==> src/rtl/approx_mul_sweep_ctrl_if.sv <==
// Operand/product bus between the sweep controller and the approximate multiplier.
// The controller holds the master modport; the multiplier under test holds the slave.
interface approx_mul_sweep_ctrl_if #(
  parameter int BIT = 8
);
  logic [BIT-1:0]   x_o;
  logic [BIT-1:0]   y_o;
  logic [2*BIT-1:0] z_i;

  modport master (output x_o, output y_o, input z_i);
  modport slave  (input x_o, input y_o, output z_i);
endinterface

==> src/rtl/approx_mul_sweep_ctrl.sv <==
// Exhaustive operand sweep of an approximate BITxBIT multiplier with error metric
// accumulation (sum |err|, signed sum, max |err| with operands, error count).
module approx_mul_sweep_ctrl #(
  parameter int BIT     = 8,
  parameter int DUT_LAT = 0
) (
  input  logic                  clk,
  input  logic                  rst,
  input  logic                  start,
  input  logic                  abort,
  output logic                  busy,
  output logic                  done,
  approx_mul_sweep_ctrl_if.master mul,
  output logic [4*BIT-1:0]      sum_abs_err,
  output logic [4*BIT:0]        sum_err,
  output logic [2*BIT-1:0]      max_abs_err,
  output logic [BIT-1:0]        worst_x,
  output logic [BIT-1:0]        worst_y,
  output logic [2*BIT:0]        err_count
);
  typedef enum logic [1:0] {IDLE, SWEEP, DRAIN, DONE} state_t;
  localparam logic [BIT-1:0] OP_MAX = '1;
  localparam int LAT_W = 3;

  state_t           state_reg, state_next;
  logic [BIT-1:0]   x_reg, y_reg;
  logic [LAT_W-1:0] drain_reg;
  logic             done_reg;
  logic             accept, kill, issue, last_pair;

  assign accept    = start && (state_reg == IDLE || state_reg == DONE);
  assign kill      = abort && (state_reg == SWEEP || state_reg == DRAIN);
  assign issue     = (state_reg == SWEEP) && !kill;
  assign last_pair = (x_reg == OP_MAX) && (y_reg == OP_MAX);

  always_ff @(posedge clk) begin
    if (rst) state_reg <= IDLE;
    else     state_reg <= state_next;
  end

  always_comb begin
    state_next = state_reg;
    case (state_reg)
      IDLE, DONE: if (start) state_next = SWEEP;
      SWEEP: begin
        if (abort)          state_next = IDLE;
        else if (last_pair) state_next = (DUT_LAT > 0) ? DRAIN : DONE;
      end
      DRAIN: begin
        if (abort)                                state_next = IDLE;
        else if (drain_reg == LAT_W'(DUT_LAT - 1)) state_next = DONE;
      end
      default: state_next = IDLE;
    endcase
  end

  always_comb begin
    busy = (state_reg == SWEEP) || (state_reg == DRAIN);
    done = done_reg;
  end

  assign mul.x_o = x_reg;
  assign mul.y_o = y_reg;

  always_ff @(posedge clk) begin
    if (rst) begin
      x_reg     <= '0;
      y_reg     <= '0;
      drain_reg <= '0;
      done_reg  <= 1'b0;
    end else begin
      done_reg  <= (state_next == DONE) && (state_reg != DONE);
      drain_reg <= (state_reg == DRAIN) ? drain_reg + 1'b1 : '0;
      if (accept) begin
        x_reg <= '0;
        y_reg <= '0;
      end else if (issue) begin
        y_reg <= y_reg + 1'b1;
        if (y_reg == OP_MAX) x_reg <= x_reg + 1'b1;
      end
    end
  end

  // Delay line keeps each pair's operands aligned with its product from the multiplier.
  logic           d_valid;
  logic [BIT-1:0] d_x, d_y;

  generate
    if (DUT_LAT == 0) begin : g_no_pipe
      assign d_valid = issue;
      assign d_x     = x_reg;
      assign d_y     = y_reg;
    end else begin : g_pipe
      logic           v_reg  [DUT_LAT];
      logic [BIT-1:0] px_reg [DUT_LAT];
      logic [BIT-1:0] py_reg [DUT_LAT];
      for (genvar gi = 0; gi < DUT_LAT; gi++) begin : g_stage
        logic           v_in;
        logic [BIT-1:0] x_in, y_in;
        if (gi == 0) begin : g_head
          assign v_in = issue;
          assign x_in = x_reg;
          assign y_in = y_reg;
        end else begin : g_tail
          assign v_in = v_reg[gi-1];
          assign x_in = px_reg[gi-1];
          assign y_in = py_reg[gi-1];
        end
        always_ff @(posedge clk) begin
          if (rst || kill || accept) v_reg[gi] <= 1'b0;
          else                       v_reg[gi] <= v_in;
          px_reg[gi] <= x_in;
          py_reg[gi] <= y_in;
        end
      end
      assign d_valid = v_reg[DUT_LAT-1];
      assign d_x     = px_reg[DUT_LAT-1];
      assign d_y     = py_reg[DUT_LAT-1];
    end
  endgenerate

  logic [2*BIT-1:0]      prod;
  logic signed [2*BIT:0] err;
  logic [2*BIT:0]        neg_err;
  logic [2*BIT-1:0]      abs_err;

  assign prod    = {{BIT{1'b0}}, d_x} * {{BIT{1'b0}}, d_y};
  assign err     = $signed({1'b0, mul.z_i}) - $signed({1'b0, prod});
  assign neg_err = -err;
  assign abs_err = err[2*BIT] ? neg_err[2*BIT-1:0] : err[2*BIT-1:0];

  always_ff @(posedge clk) begin
    if (rst || accept) begin
      sum_abs_err <= '0;
      sum_err     <= '0;
      max_abs_err <= '0;
      worst_x     <= '0;
      worst_y     <= '0;
      err_count   <= '0;
    end else if (d_valid && !kill) begin
      sum_abs_err <= sum_abs_err + (4*BIT)'(abs_err);
      sum_err     <= sum_err + {{(2*BIT){err[2*BIT]}}, err};
      err_count   <= err_count + {{(2*BIT){1'b0}}, (err != 0)};
      // Strict compare keeps the earliest pair in sweep order on ties.
      if (abs_err > max_abs_err) begin
        max_abs_err <= abs_err;
        worst_x     <= d_x;
        worst_y     <= d_y;
      end
    end
  end
endmodule

==> src/flat_wrapper.sv <==
// flat-port wrapper written by rule: the top's interface ports become plain ports
module approx_mul_sweep_ctrl_flat 
#(
  parameter int BIT     = 8,
  parameter int DUT_LAT = 0
)
  (clk, rst, start, abort, busy, done, sum_abs_err, sum_err, max_abs_err, worst_x, worst_y, err_count, mul_x_o, mul_y_o, mul_z_i);
  approx_mul_sweep_ctrl_if #(.BIT(BIT)) mul_i ();
  input  logic clk;
  input  logic rst;
  input  logic start;
  input  logic abort;
  output logic busy;
  output logic done;
  output logic [4*BIT-1:0] sum_abs_err;
  output logic [4*BIT:0] sum_err;
  output logic [2*BIT-1:0] max_abs_err;
  output logic [BIT-1:0] worst_x;
  output logic [BIT-1:0] worst_y;
  output logic [2*BIT:0] err_count;
  output wire logic [$bits(mul_i.x_o)-1:0] mul_x_o;
  output wire logic [$bits(mul_i.y_o)-1:0] mul_y_o;
  input wire logic [$bits(mul_i.z_i)-1:0] mul_z_i;
  assign mul_x_o = mul_i.x_o;
  assign mul_y_o = mul_i.y_o;
  assign mul_i.z_i = mul_z_i;
  approx_mul_sweep_ctrl #(.BIT(BIT), .DUT_LAT(DUT_LAT)) u_core (.clk(clk), .rst(rst), .start(start), .abort(abort), .busy(busy), .done(done), .mul(mul_i), .sum_abs_err(sum_abs_err), .sum_err(sum_err), .max_abs_err(max_abs_err), .worst_x(worst_x), .worst_y(worst_y), .err_count(err_count));
endmodule
==> config.mk <==
export PLATFORM = sky130hd
export DESIGN_NAME = approx_mul_sweep_ctrl_flat
export DESIGN_NICKNAME = d
export VERILOG_FILES = /design/src/rtl/approx_mul_sweep_ctrl_if.sv /design/src/rtl/approx_mul_sweep_ctrl.sv /design/src/flat_wrapper.sv
export SDC_FILE = /design/constraint.sdc
export NUM_CORES = 1
export LEC_CHECK = 0
export ABC_CLOCK_PERIOD_IN_PS = 6880
export BUFFER_PORTS_ARGS = -buffer_cell sky130_fd_sc_hd__buf_2
export CAP_MARGIN = 20
export CORE_UTILIZATION = 45
export CTS_BUF_LIST = sky130_fd_sc_hd__clkbuf_8
export DETAILED_ROUTE_END_ITERATION = 10
export PLACE_DENSITY = 0.68
export SLEW_MARGIN = 10
export SYNTH_ARGS = -nofsm -noshare
export SYNTH_HDL_FRONTEND = slang
export SYNTH_SLANG_ARGS = --single-unit
export TNS_END_PERCENT = 5
==> constraint.sdc <==
create_clock -name clk -period 6.88 [get_ports clk]
set_input_delay 0.344 -clock clk [delete_from_list [all_inputs] [get_ports clk]]
set_output_delay 0.344 -clock clk [all_outputs]
set_load 0.05 [all_outputs]
==> results of run 1 <==
worst register-to-register path, cell delays in order, from the launching register on:
cell and delay (ns):
dfxtp_4 0.38, buf_6 0.12, and2_4 0.13, fa_1 0.55, fa_1 0.47, ha_4 0.26
fa_1 0.50, inv_2 0.05, ha_4 0.23, buf_4 0.15, nor3b_1 0.13, nand3_1 0.13
nand4b_4 0.14, or4b_4 0.59, nor4_4 0.34, nand3_2 0.18, o41ai_2 0.27, xor2_1 0.30
inv_2 0.14, ha_4 0.27, a2111oi_0 0.43, buf_4 0.22, a31oi_4 0.10, buf_12 0.18
clkbuf_16 0.18, o21ai_0 0.19, a21oi_1 0.06
placed cells by master, fill, tap and decap left out, types with 20 or more instances in the layout:
| master | count |
|---|---|
| dfxtp_1 | 120 |
| ha_1 | 101 |
| fa_1 | 48 |
| buf_2 | 152 |
| o21ai_0 | 56 |
| and2_1 | 35 |
| nand4_1 | 21 |
| nor2_1 | 102 |
| nand3_1 | 27 |
| clkbuf_8 | 20 |
| inv_1 | 141 |
| a21o_1 | 26 |
| xnor2_1 | 43 |
| buf_4 | 90 |
| nand2_1 | 164 |
| a21oi_1 | 110 |
| xor2_1 | 39 |
metal layers:
layer | wire, µm | vias to the layer above | GRT usage (%)
met5 | 0 | - | 0
met2 | 14100 | 262 | 37.5
li1 | - | 5180 | -
met4 | 418 | 0 | 5.15
met3 | 1720 | 34 | 4.16
met1 | 14900 | 5014 | 33.3
cells by family (layout without fill, tap and decap cells):
family	Yosys count	in the layout	share of synthesized area, %
muxes	21	21	1.88
AOI/OAI and AO/OA	320	321	18.2
buffers and inverters	204	426	7.14
adders and majority gates	168	168	22.1
and+or+nand+nor	452	452	19.4
xor gates and xnor gates	90	90	7.08
DFF	136	136	24.2
final timing paths:
path                       startpoint                     to  slack (ns)  cells after the start
setup / recovery    u_core.mul.x_o[5]  u_core.max_abs_err[2]        0.08                     26
hold / removal                    rst    u_core.state_reg[1]        0.15                      2
setup reg to reg    u_core.mul.x_o[5]  u_core.max_abs_err[2]        0.08                     26
hold reg to reg   u_core.drain_reg[0]    u_core.drain_reg[0]        0.44                      1
cell type report:
class / instances / share of cell area [%]
timing repair buffer: 250 / 11.2
clock buffer: 20 / 1.97
clock inverter: 12 / 1.06
tap: 324 / 2.90
inverter: 144 / 3.86
multi-input combinational: 1052 / 59.1
sequential: 136 / 19.9
power groups by stage:
stage | clock (µW) | sequential (µW) | combinational (µW)
floorplan | 0 | 886 | 415
global placement | 0 | 833 | 645
detailed placement | 0 | 834 | 655
CTS | 745 | 815 | 662
global route | 783 | 818 | 797
finish | 731 | 815 | 732
stage by stage:
stage          total power [µW]  TNS, ns  area, µm²  hold WS [ns]  instances
2_1_floorplan              1300  -0.0449      11400         0.402       1391
6_report                   2280        0      14000         0.151       1938
4_1_cts                    2220  -0.0767      13300         0.128       1906
3_3_place_gp               1480        0      12800         0.419       1874
3_5_place_dp               1490  -0.0257      12800         0.423       1874
5_1_grt                    2400    -3.22      14000         0.126       1938
repair_timing:
item,4_1_cts,5_1_grt
cloned,0,4
pin swaps,1,37
endpoints found under the hold margin,0,0
setup buffers,0,28
gates resized for setup,4,93
setup endpoints to repair,17,67
==> flow_summary.yaml, run 1 <==
status:
  status: "complete, no violations"
cells_and_area:
  top_regs: "u_core.sum_err (33), u_core.sum_abs_err (32), u_core.err_count (17)"
  antenna_cells: 0
  largest_reg_flops: 33
  top_register: "u_core.sum_err"
  final_util_pct: 57.4
  multi_input_comb_area_mm2: 0.00827
  fillCellCount: 2250
  nNetsFinal: 1789
  drive_gt1_share_pct: 25.2
  regArea_mm2: 0.00278
  synthToLayoutAreaGrowth_pct: 24.5
synthesis:
  yosys-top-cells-area: "dfxtp_1, ha_1, fa_1"
  netlist_area_mm2: 0.0112
  ys.flop_type: "dfxtp_1"
  synth-edff-count: 0
  synth_seq_cells: 136
  synth_cell_types: 79
  yosysSeqAreaShare_pct: 24.2
  synth_nets: 1579
  synth_top_cell_area_share_pct: 24.2
  async_flop_share_pct: 0
  synth_top_area_cell: "dfxtp_1"
  yosys_warnings: 0
  avgSynthCellArea_um2: 8.08
  yosysMostFrequentCell: "nand2_1"
  synth_top_cells_by_count: "nand2_1, inv_1, dfxtp_1"
  syn-instance-count: 1391
cts:
  numCtsBuffers: 17
  cts_max_path_buffers: 2
  path_clk_slew_ns: 0.08
  ctsHoldBuffers: 0
  cts_max_level: 4
  cts_sinks: 136
  cts_tree: "done"
  clk_latency_ns: 0.46
  ctsRootBufferMaster: "clkbuf_8"
placement:
  dp_hpwl_um: 23200
  io_buffers: 151
  gp_congestion: 0.903
  dp_slack_ns: -0.0190
hold_path:
  hp-class: "in2reg"
power_and_ir_drop:
  power_frac_comb_pct: 32.1
  switchingPower_uw: 804
  p_per_area_mw_per_mm2: 163
  vdd_ir_drop_max_mv: 0.117
  p_leak_uw: 0.00633
  swShare_pct: 35.3
  seqPwrFrac_pct: 35.8
  p_clk_share_pct: 32.1
  intPower_uw: 1470
detailed_routing:
  ant_nets: 0
  drc: 0
  routedWlPerCell_um: 16.1
  wl_um: 31200
  first_pass_iters: 5
  drt-initial-drc-count: 630
  avgViaCountPerCell: 5.41
  dr_total_vias: 10490
grt:
  grt_use_total_pct: 23.6
  grt_max_degree: 77
  grt_pass1_vias: 9686
  grt_pass1_wl_um: 49100
  antenna_found_initial: 0
  overflow: 0
setup_path:
  cp_slowest_cell: "or4b_4"
  path_delay_family: "adder cells"
  critPathCaptureType: "register"
  max_stage_delay_ns: 0.59
  critical_path_class: "reg2reg"
  start_kind: "register"
  cp_num_buf_inv: 7
  cp.arrival_ns: 7.13
  crit_required_ns: 7.21
  worstPathMaxFanout: 11
floorplan:
  die_area_mm2: 0.0256
  pin_count: 152
  die_w_um: 160
  core-area_mm2: 0.0244
  initial_core_util_pct: 46.1
  rows: 57
  die_y_um: 160
sta:
  final-setup-viol-count: 0
  worstMarginPinSlew_ns: 0.864
  skew_ns: 0.0161
  finalCritPeriodShare_pct: 98.8
  slew_headroom_pct: 42.4
  rsz0062_at_grt: "yes"
  setup_slack_ns: 0.0829
  maxSlewViolCount: 0
  fin_crit_ns: 6.80
  max_freq_ghz: 0.147
  hold_violations: 0
run:
  maxCapViolCount: 0
Power figures use the tool's default switching activity.
==> inputs of run 2 (changes only) <==
BUFFER_PORTS_ARGS = default   (was -buffer_cell sky130_fd_sc_hd__buf_2)
DONT_BUFFER_PORTS = 1   (was default)
PLACE_DENSITY = 0.63   (was 0.68)
==> flow_summary.yaml, run 2 (synthesis gave the netlist of run 1 again) <==
status:
  status: "complete, no violations"
cts:
  ctsRootBufferMaster: "clkbuf_8"
  path_clk_slew_ns: 0.09
  cts_sinks: 136
  cts_max_path_buffers: 2
  cts_tree: "done"
  numCtsBuffers: 17
  clk_latency_ns: 0.45
  cts_max_level: 4
hold_path:
  worstHoldPathCells: 1
  min_to: "u_core.drain_reg[1]"
  hp-class: "in2reg"
  worstHoldStart: "rst"
setup_path:
  cp_common_cell: "fa_1"
  max_stage_delay_ns: 0.55
  timing.rr.end: "u_core.max_abs_err[3]"
  crit_required_ns: 7.24
  critPathLaunch: "u_core.mul.x_o[6]"
  critPathCaptureType: "register"
  critical_path_class: "reg2reg"
  rrSetupSlack_ns: 0.08
  cp_slowest_cell: "fa_1"
  cp_num_buf_inv: 6
  cp.arrival_ns: 7.16
  start_kind: "register"
  path_delay_family: "adder cells"
  worstPathMaxFanout: 7
  cp_num_cells: 26
  rr_worst_depth: 26
  rr_startpoint: "u_core.mul.x_o[6]"
floorplan:
  die_y_um: 160
  rows: 57
  core-area_mm2: 0.0244
  pin_count: 152
  die_w_um: 160
  die_area_mm2: 0.0256
  initial_core_util_pct: 46.1
sta:
  rsz0062_at_grt: "yes"
  hold_violations: 0
  maxSlewViolCount: 0
  fin_crit_ns: 6.80
  finalCritPeriodShare_pct: 98.9
  max_freq_ghz: 0.147
  final-setup-viol-count: 0
  skew_ns: 0.0220
  worstMarginPinSlew_ns: 0.760
  slew_headroom_pct: 49.3
power_and_ir_drop:
  p_leak_uw: 0.00566
  p_per_area_mw_per_mm2: 165
  vdd_ir_drop_max_mv: 0.141
  swShare_pct: 36.4
  intPower_uw: 1410
  seqPwrFrac_pct: 39.5
  switchingPower_uw: 808
  p_total_uw: 2220
  p_clk_share_pct: 30.6
  power_frac_comb_pct: 29.8
grt:
  grt_pass1_vias: 9164
  antenna_found_initial: 0
  grt_pass1_wl_um: 48000
  grt_max_degree: 67
  grt_use_total_pct: 23.2
  overflow: 0
cells_and_area:
  final_util_pct: 55.2
  top_regs: "u_core.sum_err (33), u_core.sum_abs_err (32), u_core.err_count (17)"
  layout_common_cells: "nand2_1, inv_1, buf_4"
  top_register: "u_core.sum_err"
  largest_reg_flops: 33
  final_area_mm2: 0.0135
  drive_gt1_share_pct: 19.1
  nNetsFinal: 1676
  antenna_cells: 0
  layout_commonest_cell: "nand2_1"
  synthToLayoutAreaGrowth_pct: 19.8
detailed_routing:
  first_pass_iters: 5
  drc: 0
  routedWlPerCell_um: 16.8
  avgViaCountPerCell: 5.41
  dr_total_vias: 9866
  ant_nets: 0
  wl_um: 30600
  drt-initial-drc-count: 588
placement:
  placed_area_mm2: 0.0124
  io_buffers: 0
  gp_congestion: 0.906
  dp_hpwl_um: 22900
run:
  maxCapViolCount: 0
run 2: final cells by class:
type	instances	area, µm²
Tap cell	324	405
Fill cell	2284	10900
Clock inverter	15	150
Timing Repair Buffer	138	1140
Sequential cell	136	2780
Multi-Input combinational cell	1051	8220
Clock buffer	17	234
Inverter	144	546
run 2: routing by layer:
metal,share of wire (%),track usage (%),vias up
li1,-,-,4948
met1,47,32.5,4652
met2,46,36.1,249
met3,6.4,5.35,17
met4,1.0,4.89,0
met5,0,0,-
run 2: metrics by stage:
stage                     instances  setup WS, ns  hold WS (ns)  TNS [ns]
final                          1825        0.0766        0.0953         0
after global routing           1825        -0.173        0.0634     -4.49
after CTS                      1804       -0.0174        0.0683   -0.0780
after detailed placement       1769        -0.102         0.419    -0.501
after global placement         1769       -0.0360         0.412    -0.147
after floorplan                1391       -0.0205         0.402   -0.0449
run 2: worst max-delay path by stage:
stage,endpoint,slack (ns)
floorplan,u_core.sum_abs_err[15],-0.02
CTS,u_core.sum_err[32],-0.02
detailed placement,u_core.sum_abs_err[15],-0.10
global route,u_core.sum_abs_err[15],-0.17
finish,u_core.max_abs_err[3],0.08
global placement,u_core.sum_abs_err[15],-0.04
run 2: repair_timing:
action | CTS | global route
hold buffers | 1 | 0
hold endpoints to repair | 3 | 0
pin swaps | 2 | 57
cloned | 0 | 2
buffers inserted | 2 | 19
endpoints found under the setup margin | 15 | 64
gates resized for setup | 4 | 89
run 2: power by group through the flow:
stage | Clock [µW] | Combinational, µW | Sequential (µW)
final | 680 | 662 | 877
after CTS | 699 | 598 | 877
after floorplan | 0 | 415 | 886
after global routing | 730 | 729 | 880
after global placement | 0 | 582 | 895
after detailed placement | 0 | 588 | 896
